$ cat config.mk
export PLATFORM = sky130hd
export DESIGN_NAME = control_sequencer
export DESIGN_NICKNAME = d
export VERILOG_FILES = /design/src/rtl/cpu_pkg.sv /design/src/rtl/mem_wait_timer.sv /design/src/rtl/control_sequencer.sv
export SDC_FILE = /design/constraint.sdc
export NUM_CORES = 1
export LEC_CHECK = 0
export CAP_MARGIN = 20
export CORE_MARGIN = 2
export CORE_UTILIZATION = 35
export CTS_BUF_LIST = sky130_fd_sc_hd__clkbuf_2 sky130_fd_sc_hd__clkbuf_4 sky130_fd_sc_hd__clkbuf_8
export CTS_CLUSTER_DIAMETER = 50
export DETAILED_ROUTE_END_ITERATION = 8
export PLACE_DENSITY = 0.68
export SYNTH_ARGS = -nofsm -noshare
export SYNTH_HDL_FRONTEND = slang
export SYNTH_SLANG_ARGS = --single-unit
export TNS_END_PERCENT = 10
$ cat constraint.sdc
create_clock -name clk -period 3.2 [get_ports clk]
set_clock_uncertainty 0.15 [all_clocks]
set_input_delay 0.64 -clock clk [delete_from_list [all_inputs] [get_ports clk]]
set_output_delay 0.64 -clock clk [all_outputs]
set_load 0.1 [all_outputs]
$ cat src/rtl/cpu_pkg.sv
// Shared definitions for the 33-bit CPU control path: opcodes, FSM states,
// ALU operation codes and the instruction width.
package cpu_pkg;

  localparam int unsigned INSTR_W = 33;

  localparam logic [4:0] OP_NOP  = 5'h00;
  localparam logic [4:0] OP_LD   = 5'h01;
  localparam logic [4:0] OP_LI   = 5'h02;
  localparam logic [4:0] OP_ST   = 5'h03;
  localparam logic [4:0] OP_ADD  = 5'h05;
  localparam logic [4:0] OP_ADDI = 5'h06;
  localparam logic [4:0] OP_BNE  = 5'h0E;
  localparam logic [4:0] OP_HALT = 5'h1F;

  localparam logic [1:0] ALU_ADD    = 2'd0;
  localparam logic [1:0] ALU_SUB    = 2'd1;
  localparam logic [1:0] ALU_PASS_B = 2'd2;

  typedef enum logic [2:0] {
    S_FETCH,
    S_DECODE,
    S_EXECUTE,
    S_MEM,
    S_WB,
    S_HALTED,
    S_FAULT
  } state_t;

endpackage

$ cat src/rtl/mem_wait_timer.sv
// Loadable down-counter bounding how long the sequencer waits for an
// imem/dmem acknowledge. expired is high once LOAD_VAL counting cycles
// have elapsed since the last load.
module mem_wait_timer #(
  parameter int unsigned LOAD_VAL = 14
) (
  input  logic clk,
  input  logic rst,
  input  logic load,
  input  logic en,
  output logic expired
);

  localparam int unsigned CNT_W = (LOAD_VAL < 2) ? 1 : $clog2(LOAD_VAL + 1);

  logic [CNT_W-1:0] cnt;

  // Reload on reset or wait-state entry, otherwise count down and hold at zero
  always_ff @(posedge clk) begin
    if (rst || load) begin
      cnt <= CNT_W'(LOAD_VAL);
    end else if (en && (cnt != '0)) begin
      cnt <= cnt - CNT_W'(1);
    end
  end

  assign expired = (cnt == '0);

endmodule

$ cat src/rtl/control_sequencer.sv
// Multi-cycle control FSM: fetch, decode settle, execute, memory, writeback.
// Optional build macro PERF_CNT_EN adds cycle/retired-instruction counters.
module control_sequencer
  import cpu_pkg::*;
#(
  parameter int unsigned PC_W   = 8,
  parameter int unsigned MEM_TO = 15
) (
  input  logic               clk,
  input  logic               rst,
  output logic               imem_req,
  output logic [PC_W-1:0]    imem_addr,
  input  logic               imem_ack,
  input  logic [INSTR_W-1:0] imem_rdata,
  output logic [INSTR_W-1:0] instruction,
  input  logic [4:0]         opcode,
  input  logic [3:0]         reg_dest,
  input  logic [15:0]        immediate,
  output logic [1:0]         alu_op,
  output logic               alu_bsel,
  input  logic               alu_zero,
  output logic               dmem_req,
  output logic               dmem_we,
  input  logic               dmem_ack,
  output logic               rf_we,
  output logic               rf_wsel,
  output logic               halted,
  output logic               fault
`ifdef PERF_CNT_EN
  ,
  output logic [31:0]        cyc_cnt,
  output logic [31:0]        ret_cnt
`endif
);

  state_t          state, state_next;
  logic [PC_W-1:0] pc, pc_next, pc_inc, br_off;
  logic            tmr_load, tmr_en, tmr_expired;
  logic            unused_fields;

  // Sources are read by the regfile directly; only the branch offset low bits matter here
  assign unused_fields = ^{reg_dest, immediate};

  assign pc_inc    = pc + PC_W'(1);
  assign br_off    = PC_W'($signed(immediate));
  assign imem_addr = pc;

  // Every state change restarts the wait budget; only FETCH and MEM consume it
  assign tmr_load = (state_next != state);
  assign tmr_en   = (state == S_FETCH) || (state == S_MEM);

  mem_wait_timer #(
    .LOAD_VAL (MEM_TO - 1)
  ) u_wait (
    .clk     (clk),
    .rst     (rst),
    .load    (tmr_load),
    .en      (tmr_en),
    .expired (tmr_expired)
  );

  // State register
  always_ff @(posedge clk) begin
    if (rst) begin
      state <= S_FETCH;
    end else begin
      state <= state_next;
    end
  end

  // PC and instruction latch
  always_ff @(posedge clk) begin
    if (rst) begin
      pc          <= '0;
      instruction <= '0;
    end else begin
      pc <= pc_next;
      if ((state == S_FETCH) && imem_ack) begin
        instruction <= imem_rdata;
      end
    end
  end

  // Next-state selection
  always_comb begin
    state_next = state;
    unique case (state)
      S_FETCH: begin
        if (imem_ack)         state_next = S_DECODE;
        else if (tmr_expired) state_next = S_FAULT;
      end
      S_DECODE: state_next = S_EXECUTE;
      S_EXECUTE: begin
        case (opcode)
          OP_LD, OP_ST:          state_next = S_MEM;
          OP_NOP, OP_BNE:        state_next = S_FETCH;
          OP_LI, OP_ADD, OP_ADDI: state_next = S_WB;
          OP_HALT:               state_next = S_HALTED;
          default:               state_next = S_FAULT;
        endcase
      end
      S_MEM: begin
        if (dmem_ack)         state_next = (opcode == OP_LD) ? S_WB : S_FETCH;
        else if (tmr_expired) state_next = S_FAULT;
      end
      S_WB:     state_next = S_FETCH;
      S_HALTED: state_next = S_HALTED;
      S_FAULT:  state_next = S_FAULT;
      default:  state_next = S_FAULT;
    endcase
  end

  // PC advance: sequential on retirement, branch target on taken BNE
  always_comb begin
    pc_next = pc;
    case (state)
      S_EXECUTE: begin
        if (opcode == OP_NOP) begin
          pc_next = pc_inc;
        end else if (opcode == OP_BNE) begin
          pc_next = alu_zero ? pc_inc : pc_inc + br_off;
        end
      end
      S_MEM: begin
        if (dmem_ack && (opcode == OP_ST)) pc_next = pc_inc;
      end
      S_WB:    pc_next = pc_inc;
      default: pc_next = pc;
    endcase
  end

  // Strobes and datapath controls
  always_comb begin
    imem_req = (state == S_FETCH);
    dmem_req = (state == S_MEM);
    dmem_we  = (state == S_MEM) && (opcode == OP_ST);
    rf_we    = (state == S_WB);
    rf_wsel  = (state == S_WB) && (opcode == OP_LD);
    halted   = (state == S_HALTED);
    fault    = (state == S_FAULT);
    alu_op   = ALU_ADD;
    alu_bsel = 1'b0;
    if ((state == S_EXECUTE) || (state == S_MEM) || (state == S_WB)) begin
      case (opcode)
        OP_LD, OP_ST, OP_LI: begin
          alu_op   = ALU_PASS_B;
          alu_bsel = 1'b1;
        end
        OP_ADDI: alu_bsel = 1'b1;
        OP_BNE:  alu_op   = ALU_SUB;
        default: alu_op   = ALU_ADD;
      endcase
    end
  end

`ifdef PERF_CNT_EN
  logic retire;

  assign retire = ((state == S_EXECUTE) || (state == S_MEM) || (state == S_WB)) &&
                  ((state_next == S_FETCH) || (state_next == S_HALTED));

  // Saturating cycle and retirement counters; cycle count freezes once halted
  always_ff @(posedge clk) begin
    if (rst) begin
      cyc_cnt <= '0;
      ret_cnt <= '0;
    end else begin
      if ((state != S_HALTED) && (cyc_cnt != '1)) cyc_cnt <= cyc_cnt + 32'd1;
      if (retire && (ret_cnt != '1))              ret_cnt <= ret_cnt + 32'd1;
    end
  end
`endif

endmodule

# == Word level (Yosys, flattened, before mapping) ==
# Memories as Yosys holds them, arrays and structs flattened.
# Cells that the tools add are included.
# word_totals
register_bits,48
rom_bits,96
inputBits,63
output_inout_bits,51
elab_cells,53
n_memories,1
# op_classes
addsub,3
eq_ne,14
n_mux,14
reduce_logical,17
# memory_table
memory,words,width,rd,rd_ports_with_merged_regs,wr,line,rtl
(name not given),32,3,1,0,0,control_sequencer.sv:94,case (opcode)
# op_table
op,n
two-way mux 8 bit,4
one-hot mux 8 bit (3 select lines),1
one-hot mux 3 bit (6 select lines),1
two-way mux 3 bit,4
"== test 5 x 2 -> 1 bit, second input constant",2
"== test 3 bit, second input constant",3
"adder 8 x 1 -> 8 bit, second input constant",1
adder 8 bit,1
"== test 3 x 2 -> 1 bit, second input constant",2
"== test 5 x 1 -> 1 bit, second input constant",1
"== test 5 x 3 -> 1 bit, second input constant",1
"== test 5 x 4 -> 1 bit, second input constant",1
logical AND 1 bit,5
logical NOT 5 bit,1
logical NOT 4 bit,1
logical OR 1 bit,4
one-hot mux 2 bit (2 select lines),1
nonzero test 4 bit,1
OR reduction 4 bit,1
"subtractor 4 x 1 -> 4 bit, second input constant",1
"== test 3 x 1 -> 1 bit, second input constant",1
logical NOT 3 bit,1
inequality test 3 bit,1
"inequality test 3 bit, second input constant",1
6 further kinds,7

# == Longest topological paths before layout ==
# Gate-level depths: netlist (run 1).
# depth
ltp_word,6
ltp_mapped,10
ltp_nobuf,10

# == By module ==
# From an unflattened synthesis (run 1), not the netlist that was laid out.
# hier_totals
cells_unflattened,348
area_unflattened_um2,2677.6
# modules_own_cells
mod,n_inst,cells_each,area_each_um2,seq_area_each_um2
control_sequencer,1,323,2466.1,880.8
mem_wait_timer,1,25,211.5,80.1

# == Least setup slack after synthesis (run 1) ==
# Ideal clock, no wire load.
# synth_path
path_type,reg-to-output
start,register state[0]
end,output port alu_bsel
arrival_ns,4.998
t_required_ns,2.410
slack_ns,-2.588
path_stages_with_launch,5
n_path_buf,1
path_cell_list,dfxtp_1 > buf_2 > nor3b_2 > a21oi_1 > nor4_1
# synth_between
elab_cells_between_ends,6
classes_between,eq/ne: 3; mux: 1; reduce/logical: 2
# synth_rtl
item,line,rtl
start: declaration,control_sequencer.sv:36,"state_t state, state_next;"
start signal: assignment,control_sequencer.sv:67,state <= state_next;
== test 3 bit,-,
net rf_we,control_sequencer.sv:25,"output logic rf_we,"
logical OR 1 bit,control_sequencer.sv:143,if ((state == S_EXECUTE) || (state == S_MEM) || (state == S_WB)) begin
two-way mux 1 bit,control_sequencer.sv:143,
end: declaration,control_sequencer.sv:20,"output logic alu_bsel,"
# The timed path passes the listed nets, and every way through them passes these cells.

# == Worst setup path after layout (run 1) ==
# layout_path
start,input port opcode[3]
end,output port alu_op[1]
# layout_between
elab_chain_cells,4
elab_cells_between_ends,7
classes_between,eq/ne: 4; mux: 2; reduce/logical: 1
# layout_lines
item,line,rtl
start: declaration,control_sequencer.sv:16,"input logic [4:0] opcode,"
== test 5 x 1 -> 1 bit or == test 5 x 2 -> 1 bit (tied branches),control_sequencer.sv:144,case (opcode)
OR reduction 3 bit,control_sequencer.sv:144,
one-hot mux 2 bit (2 select lines) (*),control_sequencer.sv:144,
two-way mux 2 bit (*),control_sequencer.sv:143,
end: declaration,control_sequencer.sv:19,"output logic [1:0] alu_op,"
# Mark *: on every way between the ends. The rest lies on a longest branch, timed or not.

==> results of run 1 <==
==> layout by cell type (no fill, tap or decap), types with 5 or more instances in the layout <==
| cell type | Yosys | final |
|---|---|---|
| buf_4 | 1 | 55 |
| nand2_1 | 77 | 77 |
| clkbuf_8 | 0 | 5 |
| a21oi_1 | 44 | 43 |
| o211ai_1 | 5 | 5 |
| ha_1 | 15 | 15 |
| dfxtp_1 | 48 | 48 |
| nor2_1 | 18 | 17 |
| clkdlybuf4s50_1 | 0 | 49 |
| nand2b_1 | 5 | 5 |
| a211oi_1 | 5 | 5 |
| buf_12 | 0 | 6 |
| xnor2_1 | 11 | 11 |
| o21ai_0 | 6 | 6 |
| nand3_1 | 7 | 7 |
| nor3_1 | 8 | 6 |
| and3_1 | 9 | 9 |
| inv_1 | 14 | 14 |
==> worst paths after layout <==
| kind | to | start | depth (start not counted) | slack (ns) |
|---|---|---|---|---|
| setup reg to reg | imem_addr[7] | imem_addr[2] | 9 | 0.37 |
| hold reg to reg | instruction[11] | instruction[11] | 2 | 0.31 |
| setup / recovery | alu_op[1] | opcode[3] | 5 | 0.25 |
| hold / removal | instruction[11] | instruction[11] | 2 | 0.31 |
==> stage by stage <==
| step | power, mW | cell area [um2] |
|---|---|---|
| 3_3_place_gp | 2.116 | 3787 |
| 5_1_grt | 2.807 | 3925 |
| 4_1_cts | 2.673 | 3925 |
| 6_report | 2.645 | 3925 |
| 2_1_floorplan | 1.824 | 2745 |
| 3_5_place_dp | 2.134 | 3787 |
==> worst max-delay path: stages <==
cell and delay [ns]:
clkdlybuf4s50_1 0.53, nor3_2 0.46, o31ai_1 0.20, nor2_4 0.14
buf_12 0.18
==> flip-flops by register name, indices dropped and copies added (netlist names) <==
name and flops:
state 3, imem_addr 8, instruction 33, u_wait.cnt 4
==> metal layers <==
metal	track usage	share of wire
met5	0	0
met1	0.2198	0.44
met2	0.2831	0.48
met4	0.02652	0.0050
met3	0.04519	0.076
==> layout make-up <==
type / instances / share of cell area
clock buffer: 5 / 0.01753
clock inverter: 3 / 0.01753
inverter: 14 / 0.01339
multi-input combinational: 259 / 0.4131
sequential: 48 / 0.2448
tap: 99 / 0.03156
timing repair buffer: 111 / 0.2620
==> logic make-up after synthesis <==
group,Yosys count,share of synthesized area
mux,5,0.01908
xor+xnor,13,0.04235
flops,48,0.3574
buf+inv,36,0.06049
simple gates,142,0.2443
fa+ha+maj,16,0.07725
compound gates,83,0.1992
==> power by group through the flow <==
stage | sequential (mW) | clock [mW] | combinational [mW]
finish | 0.773 | 0.530 | 1.34
global route | 0.790 | 0.575 | 1.44
CTS | 0.774 | 0.549 | 1.35
detailed placement | 0.787 | 0 | 1.35
global placement | 0.783 | 0 | 1.33
floorplan | 1.25 | 0 | 0.579
==> results_dict.tcl, run 1 <==
set metrics [dict create \
    vias_per_cell 4.913 \
    yosys_warnings 0 \
    rows 31 \
    cts_buffer_depth 2 \
    grt_setup_unrepaired "false" \
    drc 0 \
    synth_top_area_share 0.3574 \
    overflow 0 \
    synth_edf_count 0 \
    startpoint_type "input pin" \
    yosysSeqAreaShare 0.3574 \
    worst_hold_slack_ns 0.3084 \
    synth_area_leaders "dfxtp_1, nand2_1, a21oi_1, ha_1, xnor2_1" \
    drtPass1Iterations 4 \
    area_delta_synth_final_pct 45.97 \
    synth-seq-cells 48 \
    setup_viol 0 \
    vias 2648 \
    num_antenna_cells 0 \
    cts_tree "done" \
    powerDensity_nw_per_um2 673.8 \
    status "complete, no violations" \
    grt_pass1_wl_mm 11.92 \
    drt_iter0_drc 138 \
    slew_viol_final 0 \
    first_global_vias 2567 \
    hold_viol_final 0 \
    worstSetupEndpointType "output port" \
    total_leakage_power_nw 1.636 \
    cp.arrival_ns 2.16 \
    dp_hpwl_mm 5.086 \
    instances_no_fill 539 \
    relSlewSlack 0.3681 \
    ys_types 51 \
    clkPwrFrac 0.200 \
    tightest_slew_ns 0.9478 \
    crit_fanout 6 \
    fin_nets 518 \
    maxCapViolations 0 \
    cts_setup_buffers 0 \
    multi_input_area_um2 1622 \
    fill_cells 676 \
    path_class "in2out" \
    grtUsageTotal 0.1683 \
    gp_congestion 0.8723 \
    core_area_um2 7331 \
    synth-async-reset-ratio 0 \
    yosysTopAreaCell "dfxtp_1" \
    clk_latency_ns 0.29 \
    finalCritPeriodShare 0.9209 \
    cts_sinks 48 \
    syn-num-nets 422 \
    p_comb_frac 0.507 \
    die-area_um2 8400 \
    synthTopCellsByCount "nand2_1, dfxtp_1, a21oi_1" \
    p_switching_mw 1.258 \
    clockRootBuffer "clkbuf_8" \
    seq_power_share 0.292 \
    post_drt_wl_per_cell_um 12.73 \
    cts_buffers 5 \
    netlist_area_um2 2689 \
    place_ws_ns 0.05456 \
    dpl.cell_count 531 \
    vdd_ir_drop_max_mv 0.3903 \
    post_cts_resized 0 \
    regArea_um2 960.9 \
    drive_gt1_frac 0.1864 \
    synth_most_common_cell "nand2_1" \
    syn-instance-count 343 \
    worst_slack_ns 0.2532 \
    synth.avg_cell_area_um2 7.839 \
    p_int_mw 1.386 \
    tns_ns 0 \
    grt_max_degree 49 \
    htreeDepth 2 \
    layout_min_cycle_time_ns 2.947 \
    finish.utilization 0.5354 \
    power_switching_share 0.4758 \
    ctsHoldBuffers 0 \
    fp.dieH_um 91.65 \
    antenna_found_initial 0 \
    start_util 0.3668 \
    hp-class "reg2reg" \
    fp.dieW_um 91.65 \
    cp.required_ns 2.41 \
    path_clk_slew_ns 0.10 \
    totalWireLength_mm 6.864 \
    io_pins 114 \
    portBuffers 101 \
    max_freq_ghz 0.3394 \
    ys.flop_type "dfxtp_1" \
    drtAntennaViolNets 0 \
]
Power figures use the tool's default switching activity.
==> run 2: changes to the inputs <==
- CORE_UTILIZATION: 35 -> 30
- PLACE_DENSITY: 0.68 -> unset
==> results_dict.tcl, run 2 (synthesized netlist as in run 1, its figures left out) <==
set metrics [dict create \
    fin_nets 522 \
    htreeDepth 2 \
    min-delay-start "instruction[2]" \
    area_delta_synth_final_pct 45.65 \
    fp.dieH_um 98.67 \
    clk_latency_ns 0.29 \
    r2r-start "imem_addr[2]" \
    power_mw 2.486 \
    first_global_vias 2665 \
    core_area_um2 8721 \
    grt_setup_unrepaired "false" \
    layout_min_cycle_time_ns 2.932 \
    hp-class "reg2reg" \
    antenna_found_initial 0 \
    status "complete, no violations" \
    fill_cells 860 \
    drtPass1Iterations 4 \
    drc 0 \
    startpoint_type "input pin" \
    cp.arrival_ns 2.14 \
    finalCritPeriodShare 0.9161 \
    die-area_um2 9736 \
    clockRootBuffer "clkbuf_8" \
    whs_endpoint "instruction[2]" \
    vias_per_cell 4.862 \
    ctsHoldBuffers 0 \
    reg2reg_setup_slack_ns 0.38 \
    worst_slack_ns 0.2685 \
    dpl.cell_count 544 \
    rows 34 \
    largest_register_ffs 33 \
    final_common_cell "nand2_1" \
    powerDensity_nw_per_um2 634.8 \
    cts_tree "done" \
    worst_r2r_path_depth 9 \
    cts_buffer_depth 2 \
    vdd_ir_drop_max_mv 0.4722 \
    portBuffers 101 \
    slew_viol_final 0 \
    dp_hpwl_mm 5.433 \
    vias 2684 \
    relSlewSlack 0.3499 \
    fp.dieW_um 98.67 \
    place_area_um2 3829 \
    regMostFlops "instruction" \
    total_leakage_power_nw 1.635 \
    tightest_slew_ns 0.9751 \
    hold_viol_final 0 \
    crit_path_start "opcode[0]" \
    drt_iter0_drc 66 \
    final_area_um2 3916 \
    start_util 0.3083 \
    maxCapViolations 0 \
    r2r-end "imem_addr[7]" \
    finish.utilization 0.4491 \
    crit_fanout 5 \
    cp.required_ns 2.41 \
    path_clk_slew_ns 0.09 \
    cts_sinks 48 \
    gp_congestion 0.7829 \
    num_antenna_cells 0 \
    grtUsageTotal 0.1478 \
    grt_pass1_wl_mm 12.21 \
    cts_setup_buffers 0 \
    max_freq_ghz 0.3411 \
    hold_depth 2 \
    drtAntennaViolNets 0 \
    overflow 0 \
    place_ws_ns 0.08741 \
    setup_viol 0 \
    path_class "in2out" \
    cts_buffers 5 \
    post_cts_resized 0 \
    grt_max_degree 49 \
    post_drt_wl_per_cell_um 12.92 \
    layout_common_cells "nand2_1, buf_4, clkdlybuf4s50_1" \
    instances_no_fill 552 \
    totalWireLength_mm 7.131 \
    drive_gt1_frac 0.1937 \
    worstSetupEndpointType "output port" \
    io_pins 114 \
]
## run 2: power by group
| part | internal, mW | switching (mW) |
|---|---|---|
| registers | 0.685 | 0.0907 |
| logic | 0.396 | 0.958 |
| clock network | 0.153 | 0.203 |
## run 2: metrics by stage
step / TNS, ns / hold WS [ns]
2_1_floorplan: -0.9222 / 0.3260
3_3_place_gp: 0 / 0.2932
3_5_place_dp: 0 / 0.2988
4_1_cts: 0 / 0.3121
5_1_grt: 0 / 0.3298
6_report: 0 / 0.3093
## run 2: routing by layer
metal	up-vias	global-route usage	wire length, um
met4	0	0.02318	34
met1	1249	0.1937	3237
li1	1373	-	-
met2	58	0.2480	3442
met3	4	0.04184	417
met5	-	0	0
## run 2: worst max-delay path by stage
stage,end,slack (ns),depth (start not counted)
detailed placement,imem_addr[7],0.09,9
finish,alu_bsel,0.27,8
global route,imem_addr[7],0.11,10
floorplan,fault,-0.41,3
CTS,alu_bsel,0.26,8
global placement,imem_addr[0],0.11,10
## run 2: area by class of cell
class,count,area (um2),area share
clock buffers,5,68.82,0.01757
clock inverters,3,18.77,0.004792
flip-flops and latches,48,960.9,0.2454
repair buffers,115,1059,0.2703
multi-input cells,259,1622,0.4141
inverters,14,52.55,0.01342
well taps,108,135.1,0.03450
## run 2: critical path, stage by stage
cell and delay [ns]:
clkdlybuf4s50_1 0.48, buf_4 0.14, ha_1 0.26, nor2_1 0.07, nor2_1 0.08, nor2_1 0.07, nor4_4 0.18, buf_12 0.21
==> run 3: changes to the inputs <==
- CORE_MARGIN: 2 -> 3
==> results_dict.tcl, run 3 (synthesized netlist as in run 1, its figures left out) <==
set metrics [dict create \
    status "complete, no violations" \
    cp_cell_sequence "clkdlybuf4s50_1 > nor3_2 > o31ai_1 > nor2_4 > buf_12" \
    first_global_vias 2676 \
    reg2reg_setup_slack_ns 0.39 \
    total_leakage_power_nw 1.652 \
    cp.arrival_ns 2.20 \
    relSlewSlack 0.3438 \
    cpMaxStageDelayCell "clkdlybuf4s50_1" \
    critical-path-max-stage-delay_ns 0.53 \
    tightest_slew_ns 0.9842 \
    vias 2658 \
    grt_pass1_wl_mm 12.22 \
    fill_cells 841 \
    grt_setup_unrepaired "false" \
    clockRootBuffer "clkbuf_8" \
    antenna_found_initial 0 \
    layout_common_cells "nand2_1, buf_4, clkdlybuf4s50_1" \
    crit_buf_inv 2 \
    core_area_um2 8464 \
    drc 0 \
    r2r-end "imem_addr[7]" \
    fp.dieW_um 100.7 \
    ctsHoldBuffers 0 \
    vias_per_cell 4.850 \
    worstSetupEndpointType "output port" \
    routed-wl-met2_mm 3.417 \
    path_clk_slew_ns 0.09 \
    hold_viol_final 0 \
    powerDensity_nw_per_um2 670.2 \
    setup_viol 0 \
    drive_gt1_frac 0.1919 \
    portBuffers 101 \
    hold_depth 2 \
    gp_congestion 0.8487 \
    fp.dieH_um 100.7 \
    largest_register_ffs 33 \
    top_layer "met4" \
    rows 33 \
    maxCapViolations 0 \
    clk_latency_ns 0.29 \
    num_antenna_cells 0 \
    post_cts_resized 0 \
    cts_tree "done" \
    die-area_um2 10130 \
    whs_endpoint "instruction[29]" \
    layout_min_cycle_time_ns 2.988 \
    cts_sinks 48 \
    max_freq_ghz 0.3346 \
    start_util 0.3177 \
    area_delta_synth_final_pct 47.09 \
    worst_r2r_path_depth 9 \
    instances_no_fill 548 \
    dpl.cell_count 540 \
    min-delay-start "instruction[29]" \
    cp_top_family "buffers and inverters" \
    startpoint_type "input pin" \
    wl_met1_mm 3.307 \
    grt_max_degree 49 \
    grtUsageTotal 0.1437 \
    cp.required_ns 2.41 \
    power_mw 2.651 \
    cts_buffer_depth 2 \
    slew_viol_final 0 \
    fin_nets 521 \
    drtAntennaViolNets 0 \
    r2r-start "imem_addr[2]" \
    cts_setup_buffers 0 \
    drtPass1Iterations 4 \
    htreeDepth 2 \
    io_pins 114 \
    finalCritPeriodShare 0.9339 \
    cts_buffers 5 \
    wl_met3_um 453 \
    final_common_cell "nand2_1" \
    dp_hpwl_mm 5.433 \
    crit_fanout 6 \
    hp-class "reg2reg" \
    path_class "in2out" \
    regMostFlops "instruction" \
    post_drt_wl_per_cell_um 13.22 \
    totalWireLength_mm 7.242 \
    drt_iter0_drc 129 \
    overflow 0 \
    vdd_ir_drop_max_mv 0.3101 \
]
[run 3: changes by cell type in the layout (fill, tap and decap cells not counted)]
| cell | delta |
|---|---|
| bufinv_16 | +2 |
| clkinv_2 | -2 |
| buf_4 | -1 |
| clkinv_4 | -1 |
| inv_6 | +1 |
[run 3: cell type report]
type                       count  area (um2)  share of cell area
multi-input combinational    259        1622              0.4100
tap                          105       131.4             0.03322
clock buffer                   5       68.82             0.01740
clock inverter                 3       68.82             0.01740
sequential                    48       960.9              0.2430
inverter                      14       52.55             0.01329
timing repair buffer         114        1051              0.2657
[run 3: per-stage QoR]
step | setup TNS [ns] | setup slack, ns | util | cell area, um2 | hold WS (ns)
finish | 0 | 0.2117 | 0.4673 | 3955 | 0.3078
global route | 0 | 0.06119 | 0.4673 | 3955 | 0.3339
CTS | 0 | 0.1954 | 0.4673 | 3955 | 0.3120
detailed placement | 0 | 0.05088 | 0.4510 | 3817 | 0.2985
global placement | 0 | 0.1033 | 0.4510 | 3817 | 0.2930
floorplan | -0.9222 | -0.4076 | - | 2745 | 0.3260
[run 3: where the power goes]
| part | switching, mW | total, mW | internal, mW |
|---|---|---|---|
| sequential | 0.0736 | 0.759 | 0.685 |
| clock | 0.205 | 0.520 | 0.315 |
| combinational | 0.976 | 1.37 | 0.396 |
| total | 1.26 | 2.65 | 1.40 |
[run 3: tightest hold or removal path, stage by stage, from the launching register on]
cell and delay (ns):
dfxtp_1 0.32, nand2_1 0.05, a21oi_1 0.05
[run 3: worst max-delay path by stage]
stage	from	depth (start not counted)	to	slack [ns]
after global routing	opcode[2]	5	alu_op[1]	0.06
after global placement	opcode[1]	10	imem_addr[0]	0.10
after detailed placement	opcode[1]	10	imem_addr[0]	0.05
final	opcode[3]	5	alu_op[1]	0.21
after floorplan	state[2]	3	fault	-0.41
after CTS	opcode[3]	5	alu_op[1]	0.20
[run 3: per-layer routing]
metal  GRT usage  vias up
met2      0.2375       58
met1      0.1860     1223
met5           0        -
li1            -     1370
met4     0.03420        0
met3     0.03875        7
